--- src/rtl/booth_r4_mult.sv ---
// Iterative radix-4 Booth multiplier: one Booth digit per clock, signed or unsigned operands.
// Extended operands make both modes share one datapath and the same fixed latency.
module booth_r4_mult #(
    parameter int WIDTH = 8
) (
    input  logic               clk,
    input  logic               reset,
    input  logic               start,
    input  logic               signed_mode,
    input  logic [WIDTH-1:0]   multiplicand,
    input  logic [WIDTH-1:0]   multiplier,
    output logic               busy,
    output logic               done,
    output logic [2*WIDTH-1:0] product
);
    localparam int E  = WIDTH + 2;
    localparam int N  = WIDTH / 2 + 1;
    localparam int CW = $clog2(N + 1);

    localparam logic [1:0] S_IDLE = 2'd0;
    localparam logic [1:0] S_CALC = 2'd1;
    localparam logic [1:0] S_DONE = 2'd2;

    localparam logic [E:0] ONE = 1;

    generate
        if ((WIDTH % 2) != 0 || WIDTH < 4) begin : g_bad_width
            $error("booth_r4_mult: WIDTH must be even and >= 4");
        end
    endgenerate

    logic [1:0]    state;
    logic [CW-1:0] cnt;
    logic [E-1:0]  m_ext;
    logic [E-1:0]  p_hi;
    logic [E-1:0]  p_lo;
    logic          q;

    logic [E:0]    m_x;
    logic [E:0]    addend;
    logic [E:0]    sum;
    logic          sx_a;
    logic          sx_b;

    assign busy = (state == S_CALC);
    assign done = (state == S_DONE);
    assign sx_a = signed_mode & multiplicand[WIDTH-1];
    assign sx_b = signed_mode & multiplier[WIDTH-1];
    assign m_x  = {m_ext[E-1], m_ext};

    // One extra bit of headroom keeps P_hi +/- 2M from overflowing.
    always_comb begin
        addend = '0;
        case ({p_lo[1:0], q})
            3'b001, 3'b010: addend = m_x;
            3'b011:         addend = {m_x[E-1:0], 1'b0};
            3'b100:         addend = ~{m_x[E-1:0], 1'b0} + ONE;
            3'b101, 3'b110: addend = ~m_x + ONE;
            default:        addend = '0;
        endcase
        sum = {p_hi[E-1], p_hi} + addend;
    end

    always_ff @(posedge clk) begin
        if (reset) begin
            state   <= S_IDLE;
            cnt     <= '0;
            m_ext   <= '0;
            p_hi    <= '0;
            p_lo    <= '0;
            q       <= 1'b0;
            product <= '0;
        end else begin
            case (state)
                S_IDLE, S_DONE: begin
                    if (start) begin
                        m_ext <= {sx_a, sx_a, multiplicand};
                        p_hi  <= '0;
                        p_lo  <= {sx_b, sx_b, multiplier};
                        q     <= 1'b0;
                        cnt   <= CW'(N);
                        state <= S_CALC;
                    end else begin
                        state <= S_IDLE;
                    end
                end
                S_CALC: begin
                    if (cnt == '0) begin
                        // All N digits retired; low 2*WIDTH bits hold the exact product.
                        product <= {p_hi[WIDTH-3:0], p_lo};
                        state   <= S_DONE;
                    end else begin
                        p_hi <= {sum[E], sum[E:2]};
                        p_lo <= {sum[1:0], p_lo[E-1:2]};
                        q    <= p_lo[1];
                        cnt  <= cnt - 1'b1;
                    end
                end
                default: state <= S_IDLE;
            endcase
        end
    end
endmodule

--- config.mk ---
export PLATFORM = sky130hd
export DESIGN_NAME = booth_r4_mult
export DESIGN_NICKNAME = d
export VERILOG_FILES = /design/src/rtl/booth_r4_mult.sv
export SDC_FILE = /design/constraint.sdc
export NUM_CORES = 1
export LEC_CHECK = 0
export ABC_AREA = 1
export BUFFER_PORTS_ARGS = -buffer_cell sky130_fd_sc_hd__buf_4
export CAP_MARGIN = 25
export CORE_AREA = 2 2 77 79
export DETAILED_ROUTE_END_ITERATION = 16
export DIE_AREA = 0 0 79 81
export GPL_ROUTABILITY_DRIVEN = 0
export GPL_TIMING_DRIVEN = 0
export PLACE_DENSITY = 0.74
export SLEW_MARGIN = 20
export SYNTH_ARGS = -nofsm -noshare
export SYNTH_HDL_FRONTEND = slang
export SYNTH_SLANG_ARGS = --single-unit
--- constraint.sdc ---
create_clock -name clk -period 6.37 [get_ports clk]
set_input_delay 0.9555 -clock clk [delete_from_list [all_inputs] [get_ports clk]]
set_output_delay 0.9555 -clock clk [all_outputs]
set_load 0.005 [all_outputs]
After elaboration in Yosys (flattened, before gate mapping)
Index checks and enable logic that the tools add are counted.
- register bits after elaboration: 51
- input bits: 20
- output and inout bits: 18
- add/sub/neg operators: 4
- multiplexer cells: 16
- equality and inequality tests: 11
- bitwise logic cells: 4
- reductions and logical operators: 9
- operator list (kind ; number):
    one-hot mux 11 bit (4 select lines) ; 1
    two-way mux 10 bit ; 4
    one-hot mux 10 bit (2 select lines) ; 2
    adder 11 x 1 -> 11 bit (second input constant) ; 2
    NOT 11 bit ; 2
    adder 11 bit ; 1
    equality test 3 bit (second input constant) ; 3
    equality test 3 x 2 -> 1 bit (second input constant) ; 2
    two-way mux 3 bit ; 2
    one-hot mux 3 bit (2 select lines) ; 1
    OR reduction 2 bit ; 3
    inequality test 2 bit (second input constant) ; 2
    one-hot mux 2 bit (2 select lines) ; 1
    AND reduction 2 bit ; 2
    equality test 3 x 1 -> 1 bit (second input constant) ; 1
    logical NOT 3 bit ; 1
    two-way mux 1 bit ; 3
    AND reduction 3 bit ; 1
    subtractor 3 x 1 -> 3 bit (second input constant) ; 1
    AND 1 bit ; 2
    equality test 2 x 1 -> 1 bit (second input constant) ; 1
    equality test 2 bit (second input constant) ; 1
    logical NOT 2 bit ; 1
    two-way mux 2 bit ; 1
    other kinds (3) ; 3

Logic depth before layout (Yosys ltp)
- word-level depth: 6
- gate-level depth with buffers: 19
- gate-level depth less buffers: 19

Least setup slack after synthesis
OpenSTA, ideal clock, no wires.
- path kind: register -> register
- start point: register m_ext[0]
- end point: register p_hi[7]
- arrival: 2.218 ns
- data required time: 6.254 ns
- slack: 4.035 ns
- setup time: 0.116 ns
- stages on the path, launching flop included: 15
- buffers on the path: 0
- cell sequence: dfxtp_1 inv_1 ha_1 nand2_2 nor2_4 xor2_1 a221o_1 ha_1 inv_1 nor3_1 o21ai_0 nand3_1 nand2_1 nand3_1 a21oi_1
- cells in the longest elaborated chain, start to end: 6
- elaborated cells on any way between the ends: 8
- ends and longest elaborated chain (item ; RTL line ; source):
    from (decl) ; 34 ; logic [E-1:0] m_ext;
    from (signal assigned) ; 77 ; m_ext <= {sx_a, sx_a, multiplicand};
    NOT 11 bit, on equally long branches ; 58, 57 ;
    adder 11 x 1 -> 11 bit, on equally long branches ; 58, 57 ;
    one-hot mux 11 bit (4 select lines) * ; 54 ; case ({p_lo[1:0], q})
    adder 11 bit * ; 61 ; sum = {p_hi[E-1], p_hi} + addend;
    two-way mux 10 bit * ; 88 ; if (cnt == '0) begin
    one-hot mux 10 bit (2 select lines) * ; 74 ; case (state)
    to (signal assigned) ; 93 ; p_hi <= {sum[E], sum[E:2]};
    to (decl) ; 35 ; logic [E-1:0] p_hi;
Mark *: on every way between the ends. The rest lies on a longest branch, timed or not. The select of a mux whose other input is x is not followed.
A chain may end at the register's enable or synchronous reset.

Worst setup path in the final report
Ends and elaborated chain as after synthesis.

==> metrics.cfg <==
[timing]
tightestPinTransition_ns = 0.5217
fin_skew_ns = 0.008134
fin_crit_ns = 2.629
clock.fmax_ghz = 0.3803
setup_tns_ns = 0
finalSetupViolCount = 0
rsz0062_at_grt = false
drv_slew = 0
final-hold-violation-count = 0
max_slew_margin = 0.6522
finalCritPeriodShare = 0.4128
setup_ws_ns = 3.741

[critical_path]
cp-end-kind = register
crit_arrival_ns = 2.84
cp.buffers_inverters = 2
cp_cell_sequence = inv_1 > ha_1 > nand2_2 > nor2_4 > xor2_1 > a221o_1 > ha_1 > inv_1 > nor3_1 > o21ai_0 > nand3_1 > nand2_1 > nand3_1 > a21oi_1
crit_family = simple AND/OR/NAND/NOR gates
cp.required_ns = 6.58
path_class = register to register
worst_path_max_delay_cell = dfxtp_1
max_stage_delay_ns = 0.38
start_kind = register
worstReg2RegStart = m_ext[0]
startpoint = m_ext[0]
crit_fanout = 4
r2r_slack_ns = 3.74

[clock_network]
clock_latency_ns = 0.31
htreeDepth = 2
cts.clk_slew.worst_paths_ns = 0.10
cts_buffer_depth = 2
cts_buffers = 5
post_cts_resized = 0
cts-root-buf = clkbuf_8
clock-sinks = 50
cts_tree = built
cts_setup_buffers = 0
ctsHoldBuffers = 0

[cells_and_area]
nets = 479
fin_util = 0.6036
syn_to_final_growth_pct = 15.33
fin_area_sq_um = 3426
num_antenna_cells = 0
drive_gt1_frac = 0.2130
finalNonFillerCells = 521

[yosys]
ys_seq_elements = 50
synth_nets = 436
ys.flop_type = dfxtp_1
netlist_area_sq_um = 2970
synth.avg_cell_area_sq_um = 7.389
yosysSeqAreaShare = 0.3370
yosys_warnings = 0
async_flop_share = 0
syn_inst = 402
synthDistinctLibCells = 39
synth_edf_count = 0

[detailed_routing]
wl_per_cell_um = 13.17
drtIter0Drc = 158
totalWireLength_mm = 6.860
vias_per_cell = 5.250
drc_errors = 0
ant_nets = 0
vias = 2735
drtPass1Iterations = 5

[placed_design]
pre_cts_ws_ns = 3.767
numPortBuffers = 36
dpl_cell_area_sq_um = 3334
place_hpwl_mm = 5.347
dpl.cell_count = 513

[hold_path]
hold_path_class = register to register
hp-start = product[12]

[outcome]
status = finished clean

[global_routing]
gr-usage-met1 = 0.2889
grt.total_usage = 0.2296
grt_remaining_overflow = 0
grt_pass1_wl_mm = 11.55
top_usage_layer = met2
antenna_found_initial = 0
use_met3 = 0.03444
use_met2 = 0.4008
grt_pass1_vias = 2492
grt_max_degree = 18

[die]
die_area_sq_um = 6399
die_h_um = 81
initial_core_util = 0.5234
num_rows = 28
die_w_um = 79
coreArea_sq_um = 5675
io-pin-count = 38

[power_and_ir_drop]
vdd_ir_drop_max_uv = 128.2
p_leak_nw = 1.481
power_density_nw_per_um2 = 215.8

[run]
drv_cap = 0

## power breakdown
part / internal (mW) / total, mW / switching [mW]
registers: 0.331 / 0.343 / 0.0116
clock network: 0.0798 / 0.198 / 0.119
logic: 0.0754 / 0.198 / 0.122
## tightest hold or removal path, delay by kind of cell (launching register included)
family             cells  cell delay [ns]
DFF                    1             0.32
AOI/OAI and AO/OA      1             0.05
and+or+nand+nor        1             0.06
## cell type report
type                            count  area (sq um)
Clock inverter                      3         22.52
Multi-Input combinational cell    276          1618
Inverter                           61         236.5
Tap cell                           75         93.84
Clock buffer                        5         68.82
Timing Repair Buffer               36         270.3
Fill cell                         555          2250
Buffer                             15         115.1
Sequential cell                    50          1001
## cells by family (layout without fill, tap and decap cells)
logic type / Yosys count / after routing / synth area share
flops: 50 / 50 / 0.3370
buf+inv: 76 / 120 / 0.1184
simple gates: 164 / 164 / 0.2675
compound gates: 90 / 90 / 0.1921
fa+ha+maj: 14 / 14 / 0.06150
xor+xnor: 8 / 8 / 0.02359
## cells in the final DEF (no fill, tap or decap), types with 8 or more instances in the layout
master	count
nand2_1	74
inv_1	50
dfxtp_1	50
buf_4	39
nor2_1	35
a21oi_1	30
a211oi_1	27
nand3_1	20
o22ai_1	14
ha_1	13
inv_2	9
o21ai_0	8
## sequential cells by signal, indices dropped and copies added, names as in the netlist
name / flops
p_hi: 9
product: 16
q: 1
m_ext: 9
p_lo: 10
state: 2
cnt: 3
## layer usage
metal  part of all wire  wire length [um]
met1               0.47              3194
met4              0.023               156
met3              0.027               185
met2               0.48              3324
met5                  0                 0
## through the flow
stage	power (mW)	hold slack [ns]
finish	0.7392	0.4665
floorplan	0.4951	0.4456
detailed placement	0.5476	0.4552
CTS	0.7442	0.4709
global placement	0.5451	0.4519
global route	0.7810	0.4924
## path summary, 6_finish.rpt
path	endpoint	depth (start not counted)
worst max-delay path	p_hi[7]	14
worst min-delay path	product[12]	2
worst max register to register	p_hi[7]	14
worst min register to register	product[12]	2
## cell usage after synthesis (2+ instances only)
library cell / n / share of area
nand2_1: 74 / 0.094
dfxtp_1: 50 / 0.34
inv_1: 50 / 0.063
nor2_1: 35 / 0.044
a21oi_1: 30 / 0.051
a211oi_1: 27 / 0.068
nand3_1: 20 / 0.034
o22ai_1: 14 / 0.029
ha_1: 13 / 0.055
inv_2: 9 / 0.011
o21ai_0: 8 / 0.013
nand2_2: 7 / 0.015
xor2_1: 7 / 0.021
nor2_2: 6 / 0.013
nand3_2: 5 / 0.017
nor2_4: 5 / 0.019
clkbuf_1: 4 / 0.0051
a221o_1: 3 / 0.010
a31oi_1: 3 / 0.0063
buf_2: 3 / 0.0051
buf_4: 3 / 0.0076
nand4_1: 3 / 0.0063
nor3_1: 3 / 0.0051
or2_2: 3 / 0.0063
clkbuf_8: 2 / 0.0093
o2111ai_1: 2 / 0.0059
Power figures use the tool's default switching activity.
